**src/rtl/wavelet_tap_window.sv**
```systemverilog
`default_nettype none
// ============================================================================
//  Module   : wavelet_tap_window
//  Purpose  : Sliding tap window feeding the wavelet FIR filter bank. Holds
//             the most recent NUM_ELEM unsigned samples as a packed bus,
//             tracks how full the window is, and issues a decimated strobe
//             marking windows that are fresh and fully populated.
//  Ports    : clk          - clock, rising edge
//             rst_n        - asynchronous active-low reset
//             sample_in    - unsigned input sample
//             sample_valid - sample_in accepted on this edge
//             flush        - synchronous clear of window and counters
//             taps         - packed window, element 0 (newest) in the LSBs
//             taps_valid   - one-cycle strobe, full window on decimation phase
//             window_full  - level, NUM_ELEM samples held
//             fill_count   - samples held, saturating at NUM_ELEM
//  Revision : 1.0 - initial release
// ============================================================================
module wavelet_tap_window #(
    parameter int BITS_PER_ELEM = 8,
    parameter int NUM_ELEM      = 7,
    parameter int DECIMATE      = 1
) (
    input  logic                              clk,
    input  logic                              rst_n,
    input  logic [BITS_PER_ELEM-1:0]          sample_in,
    input  logic                              sample_valid,
    input  logic                              flush,
    output logic [NUM_ELEM*BITS_PER_ELEM-1:0] taps,
    output logic                              taps_valid,
    output logic                              window_full,
    output logic [$clog2(NUM_ELEM+1)-1:0]     fill_count
);

    localparam int c_w  = NUM_ELEM * BITS_PER_ELEM;
    localparam int c_fw = $clog2(NUM_ELEM + 1);
    // A decimation counter still needs one bit when DECIMATE = 1.
    localparam int c_cw = (DECIMATE > 1) ? $clog2(DECIMATE) : 1;

    localparam logic [c_fw-1:0] c_fill_max = c_fw'(NUM_ELEM);
    localparam logic [c_cw-1:0] c_dec_last = c_cw'(DECIMATE - 1);

    logic [c_w-1:0]  taps_q,  taps_d;
    logic            tv_q,    tv_d;
    logic            full_q,  full_d;
    logic [c_fw-1:0] fill_q,  fill_d;
    logic [c_cw-1:0] dec_q,   dec_d;

    always_comb begin
        taps_d = taps_q;
        tv_d   = 1'b0;
        fill_d = fill_q;
        full_d = full_q;
        dec_d  = dec_q;

        if (flush) begin
            // Flush wins over a coincident sample, which is dropped.
            taps_d = '0;
            fill_d = '0;
            full_d = 1'b0;
            dec_d  = '0;
        end else if (sample_valid) begin
            taps_d = {taps_q[c_w-BITS_PER_ELEM-1:0], sample_in};
            fill_d = (fill_q == c_fill_max) ? fill_q : fill_q + 1'b1;
            full_d = (fill_d == c_fill_max);
            // The phase counter only runs once the post-shift window is full,
            // so the first strobe lands on the sample completing the window.
            if (full_d) begin
                tv_d  = (dec_q == '0);
                dec_d = (dec_q == c_dec_last) ? '0 : dec_q + 1'b1;
            end
        end
    end

    always_ff @(posedge clk or negedge rst_n) begin
        if (!rst_n) begin
            taps_q <= '0;
            tv_q   <= 1'b0;
            fill_q <= '0;
            full_q <= 1'b0;
            dec_q  <= '0;
        end else begin
            taps_q <= taps_d;
            tv_q   <= tv_d;
            fill_q <= fill_d;
            full_q <= full_d;
            dec_q  <= dec_d;
        end
    end

    assign taps        = taps_q;
    assign taps_valid  = tv_q;
    assign window_full = full_q;
    assign fill_count  = fill_q;

endmodule
`default_nettype wire

```
**config.mk**
```make
export PLATFORM = sky130hd
export DESIGN_NAME = wavelet_tap_window
export DESIGN_NICKNAME = d
export VERILOG_FILES = /design/src/rtl/wavelet_tap_window.sv
export SDC_FILE = /design/constraint.sdc
export NUM_CORES = 1
export LEC_CHECK = 0
export CAP_MARGIN = 20
export CELL_PAD_IN_SITES_DETAIL_PLACEMENT = 0
export CELL_PAD_IN_SITES_GLOBAL_PLACEMENT = 1
export CORE_MARGIN = 10
export CORE_UTILIZATION = 50
export CTS_CLUSTER_SIZE = 8
export DETAILED_ROUTE_END_ITERATION = 7
export DONT_BUFFER_PORTS = 1
export PLACE_DENSITY = 0.86
export SETUP_SLACK_MARGIN = 0.3
export SLEW_MARGIN = 20
export SYNTH_ARGS = -nofsm -noshare
export SYNTH_HDL_FRONTEND = slang
export SYNTH_SLANG_ARGS = --single-unit
```
**constraint.sdc**
```tcl
create_clock -name clk -period 3.14 [get_ports clk]
set_clock_uncertainty 0.15 [all_clocks]
set_input_delay 0.628 -clock clk [delete_from_list [all_inputs] [get_ports clk]]
set_output_delay 0.628 -clock clk [all_outputs]
set_load 0.02 [all_outputs]
```
==> results of run 1 <==
-- cell usage in the layout (no fill, tap or decap) --
cell,instances
a21oi_1,1
bufinv_16,2
a21boi_2,1
clkinv_4,1
xnor2_1,1
nor3b_1,1
ha_1,1
dfrtp_1,61
nor3_2,1
and4bb_1,2
clkbuf_8,10
clkinv_2,2
nor2_1,60
buf_16,1
a211oi_2,1
and4_1,1
mux2i_1,57
clkinvlp_4,1
-- logic make-up (layout without fill, tap and decap cells) --
logic type / count (synthesis) / after routing / share of synthesized area
XOR/XNOR: 1 / 1 / 0.00350
buffers and inverters: 14 / 17 / 0.0310
flip-flops: 61 / 61 / 0.610
AND/OR/NAND/NOR: 65 / 65 / 0.111
multiplexers: 57 / 57 / 0.228
AO/OA/AOI/OAI: 3 / 3 / 0.0115
adder cells (fa/ha/maj): 1 / 1 / 0.00500
-- registers in the layout (all words and copies together), names as in the netlist --
register	cells
window_full	1
fill_count	3
taps	56
taps_valid	1
-- how the worst max path moves through the flow --
stage	from	to	slack (ns)	cells after the start
floorplan	fill_count[0]$_DFFE_PN0P_	window_full$_DFFE_PN0P_	1.54	4
global placement	fill_count[0]$_DFFE_PN0P_	window_full$_DFFE_PN0P_	1.51	4
detailed placement	fill_count[0]$_DFFE_PN0P_	window_full$_DFFE_PN0P_	1.42	4
CTS	fill_count[0]$_DFFE_PN0P_	window_full$_DFFE_PN0P_	1.42	4
global route	fill_count[0]$_DFFE_PN0P_	window_full$_DFFE_PN0P_	1.33	4
finish	fill_count[0]$_DFFE_PN0P_	window_full$_DFFE_PN0P_	1.43	4
-- stage by stage --
step           utilization  std cells
2_1_floorplan            -        202
3_3_place_gp         0.524        255
3_5_place_dp         0.524        255
4_1_cts              0.576        272
5_1_grt              0.576        272
6_report             0.576        272
-- where the power goes --
group          leakage, nW  internal, W  switching (W)
combinational        0.474    0.0000328      0.0000280
sequential           0.842     0.000801      0.0000371
clock                0.112     0.000467       0.000296
total                 1.43      0.00130       0.000362
-- area by class of cell --
cell class	instances	area, um^2
tap	67	83.8
timing repair buffer	1	27.5
sequential	61	1530
clock inverter	6	86.3
fill	407	2030
clock buffer	10	138
multi-input combinational	127	897
-- worst max-delay path, cell delays in order, from the launching register on --
cell	delay [ns]
dfrtp_1	0.51
ha_1	0.38
and4bb_1	0.23
nor3_2	0.23
a211oi_2	0.10
-- per-layer routing --
| layer | share of wire | wire, um | global-route usage |
|---|---|---|---|
| met1 | 0.36 | 1870 | 0.132 |
| met5 | 0 | 0 | 0 |
| met4 | 0.017 | 89 | 0.0676 |
| met3 | 0.092 | 482 | 0.0599 |
| met2 | 0.53 | 2790 | 0.224 |
==> results.yml, run 1 <==
run_status:
  outcome: "complete, no violations"
synthesis:
  synth_top_cell_by_area: "dfrtp_1"
  yosysWarningCount: 0
  netlist_top_cells_count: "61 x dfrtp_1, 60 x nor2_1, 57 x mux2i_1"
  ys.flop_type: "dfrtp_1"
  synth_top_area_share: 0.610
  syn_nets: 215
  synthTopCellsByArea: "dfrtp_1 61%, mux2i_1 23%, nor2_1 9.0%"
  yosysSeqAreaShare: 0.610
  synth-edff-count: 0
  netlist_area_um2: 2500
  syn_inst: 202
  synth-seq-cells: 61
  postSynthAreaPerCell_um2: 12.4
  yosysUniqueCellTypes: 15
  async_flop_share: 1.00
  synth.most_common_cell: "dfrtp_1"
routing:
  wl_per_cell_um: 19.2
  drt-pass1-iter-count: 4
  via_per_inst: 5.31
  dr_total_vias: 1445
  routed_wl_um: 5230
  drc: 0
  drtIter0Drc: 81
  ant_nets: 0
global_routing:
  grt_max_degree: 62
  grt_pass1_vias: 1593
  overflow: 0
  grtUsageTotal: 0.132
  grt_pass1_wl_um: 8730
  antenna_found_initial: 0
floorplan:
  die_w_um: 90.7
  core_area_um2: 4790
  dieArea_um2: 8230
  die_y_um: 90.7
  num_rows: 25
  start_util: 0.523
  io_pins: 73
timing:
  tns_ns: 0
  hold_viol_final: 0
  tightest_slew_ns: 0.352
  min_period_ns: 1.71
  layout_setup_ws_ns: 1.43
  slew_headroom: 0.766
  min_period_over_period: 0.545
  rsz0062_at_grt: "no"
  worst_hold_slack_ns: 0.0225
  fmax_mhz: 584
  slew_violations: 0
  setup_violations: 0
clocking:
  cts-root-buf: "clkbuf_8"
  clkTransAtPathRegs_ns: 0.07
  cts.repair.resized: 0
  cts_tree: "done"
  cts_hold_buf: 1
  clockBufferDepth: 2
  cts_inserted_buffers: 9
  cts.sinks: 61
  cts-htree-levels: 3
  worstSkewPairLatency_ns: 0.32
  post_cts_buffers: 0
pwr:
  total_power_w: 0.00166
  p_leak_nw: 1.43
  ir_worst_vdd_mv: 0.424
  powerDensity_nw_per_um2: 602
cells_and_area:
  final_area_um2: 2760
  diodes: 0
  drive_gt1_frac: 0.0976
  synthToLayoutAreaGrowth_pct: 10.3
  nNetsFinal: 213
critical_path:
  cp-end-kind: "flip-flop"
  regToRegStartpoint: "fill_count[0]$_DFFE_PN0P_"
  crit_fanout: 6
  r2r_setup_slack_ns: 1.43
  rr_worst_depth: 4
  reg2reg_to: "window_full$_DFFE_PN0P_"
  worst_ep_arrival_time_ns: 1.77
  required_ns: 3.19
  worstSetupPathType: "reg -> reg"
  worst_setup_path_start_kind: "flip-flop"
place:
  place_ws_ns: 1.42
  portBuffers: 0
  dpl.hpwl_um: 3600
  gp_congestion: 0.636
  placed_area_um2: 2510
run:
  maxCapViolCount: 0
worst_hold_path:
  min_path_type: "in -> async"
(Power assumes the default switching activity.)
==> run 2: changes to the inputs <==
CORE_UTILIZATION = 48   (was 50)
PLACE_DENSITY = 0.83   (was 0.86)
clock period = 1.66 ns   (was 3.14 ns; I/O delays follow)
==> run 2 against run 1 <==
Net effect: the flow now finishes with violations (negative hold slack); final cell count increased by 1.5%; routed wire length increased by 3.1%; global-route usage increased by 0.22 points; register-to-register slack got worse by 1.3 ns; maximum frequency increased by 12%; sequential share of layout area increased by 0.21 points; combinational power increased by 59%; sequential power increased by 90%; utilization decreased by 3.1 points; worst hold slack got worse by 0.48 ns; critical path depth unchanged; worst setup slack got worse by 1.3 ns; critical path type unchanged; critical endpoint unchanged; largest cell class unchanged; largest power group unchanged; highest routed layer unchanged.
==> results.yml, run 2 (synthesis results as in run 1) <==
routing:
  drtIter0Drc: 85
  drc: 0
  dr_total_vias: 1464
  wl_per_cell_um: 19.5
  drt-pass1-iter-count: 4
  ant_nets: 0
  via_per_inst: 5.30
  routed_wl_um: 5390
timing:
  hold_viol_final: 122
  slew_headroom: 0.745
  rsz0062_at_grt: "yes"
  tightest_slew_ns: 0.383
  min_period_over_period: 0.922
  min_period_ns: 1.53
  worst_hold_slack_ns: -0.453
  slew_violations: 0
  tns_ns: 0
  layout_setup_ws_ns: 0.130
  fmax_mhz: 653
  setup_violations: 0
global_routing:
  grtUsageTotal: 0.134
  met3_usage: 0.0799
  grt_pass1_vias: 1567
  grt_util_met1: 0.155
  met2_usage: 0.192
  overflow: 0
  global_route.peak_usage_layer: "met2"
  grt_pass1_wl_um: 8880
  antenna_found_initial: 0
  grt_max_degree: 62
cells_and_area:
  diodes: 0
  drive_gt1_frac: 0.146
  synthToLayoutAreaGrowth_pct: 10.6
  nNetsFinal: 214
  largest_reg_flops: 56
  layout_common_cells: "60 x nor2_1, 57 x mux2i_1, 53 x dfrtp_1"
  final_area_um2: 2770
  layout_commonest_cell: "nor2_1"
run_status:
  outcome: "complete, but fails checks"
  violations: "negative hold slack"
critical_path:
  regToRegStartpoint: "fill_count[1]$_DFFE_PN0P_"
  reg2reg_to: "window_full$_DFFE_PN0P_"
  worst_setup_path_start_kind: "flip-flop"
  startpoint: "fill_count[1]$_DFFE_PN0P_"
  cp-end-kind: "flip-flop"
  worstSetupPathType: "reg -> reg"
  worst_ep_arrival_time_ns: 1.59
  endpoint: "window_full$_DFFE_PN0P_"
  required_ns: 1.72
  crit_fanout: 4
  r2r_setup_slack_ns: 0.13
  rr_worst_depth: 4
worst_hold_path:
  min_path_type: "in -> async"
clocking:
  cts_inserted_buffers: 9
  cts-root-buf: "clkbuf_8"
  worstSkewPairLatency_ns: 0.32
  clockBufferDepth: 2
  cts-htree-levels: 3
  cts.sinks: 61
  clkTransAtPathRegs_ns: 0.07
  cts_tree: "done"
place:
  portBuffers: 0
  placed_area_um2: 2530
  place_ws_ns: 0.0925
  gp_congestion: 0.650
  dpl.hpwl_um: 3650
floorplan:
  dieArea_um2: 8500
  core_area_um2: 5070
  start_util: 0.493
  die_w_um: 92.2
  die_y_um: 92.2
  io_pins: 73
  num_rows: 26
pwr:
  total_power_w: 0.00302
  ir_worst_vdd_mv: 0.817
  powerDensity_nw_per_um2: 1090
  p_leak_nw: 1.42
run:
  maxCapViolCount: 0
-- run 2: stage by stage --
stage | hold WS [ns] | utilization | cells
6_report | -0.453 | 0.545 | 276
5_1_grt | -0.486 | 0.545 | 276
4_1_cts | -0.474 | 0.542 | 275
3_5_place_dp | -0.111 | 0.499 | 259
3_3_place_gp | -0.112 | 0.499 | 259
2_1_floorplan | -0.114 | - | 202
-- run 2: cell type report --
cell class                      count  area, um^2
Fill cell                         457        2310
Sequential cell                    61        1540
Multi-Input combinational cell    127         917
Clock buffer                       12         165
Tap cell                           70        87.6
Clock inverter                      4        45.0
Timing Repair Buffer                2        15.0
-- run 2: repair_timing --
action / 4_1_cts / 5_1_grt
endpoints found under the setup margin: 6 / 11
setup buffers: 0 / 1
pin swaps: 4 / 2
hold endpoints to repair: 122 / 122
resized for setup: 2 / 5
-- run 2: power by group --
group,leakage (nW),switching [W],total (W),internal [W]
clock,0.112,0.000527,0.00133,0.000808
combinational,0.475,0.0000308,0.0000968,0.0000660
sequential,0.830,0.0000697,0.00159,0.00152
total,1.42,0.000627,0.00302,0.00239
-- run 2: layer usage --
metal / wire (um) / part of all wire
met5: 0 / 0
met4: 80 / 0.015
met3: 660 / 0.12
met2: 2400 / 0.45
met1: 2250 / 0.42
-- run 2: worst min-delay path by stage --
stage          depth (start not counted)  startpoint                        end
3_3_place_gp                           0       rst_n       taps[47]$_DFFE_PN0P_
4_1_cts                                0       rst_n       taps[47]$_DFFE_PN0P_
2_1_floorplan                          0       rst_n  fill_count[0]$_DFFE_PN0P_
3_5_place_dp                           0       rst_n       taps[47]$_DFFE_PN0P_
6_report                               0       rst_n       taps[47]$_DFFE_PN0P_
5_1_grt                                0       rst_n       taps_valid$_DFF_PN0_
-- run 2: worst max-delay path, cell delays in order, from the launching register on --
cell	delay, ns
dfrtp_2	0.48
ha_4	0.25
and4bb_1	0.20
nor3_2	0.23
a211oi_2	0.10
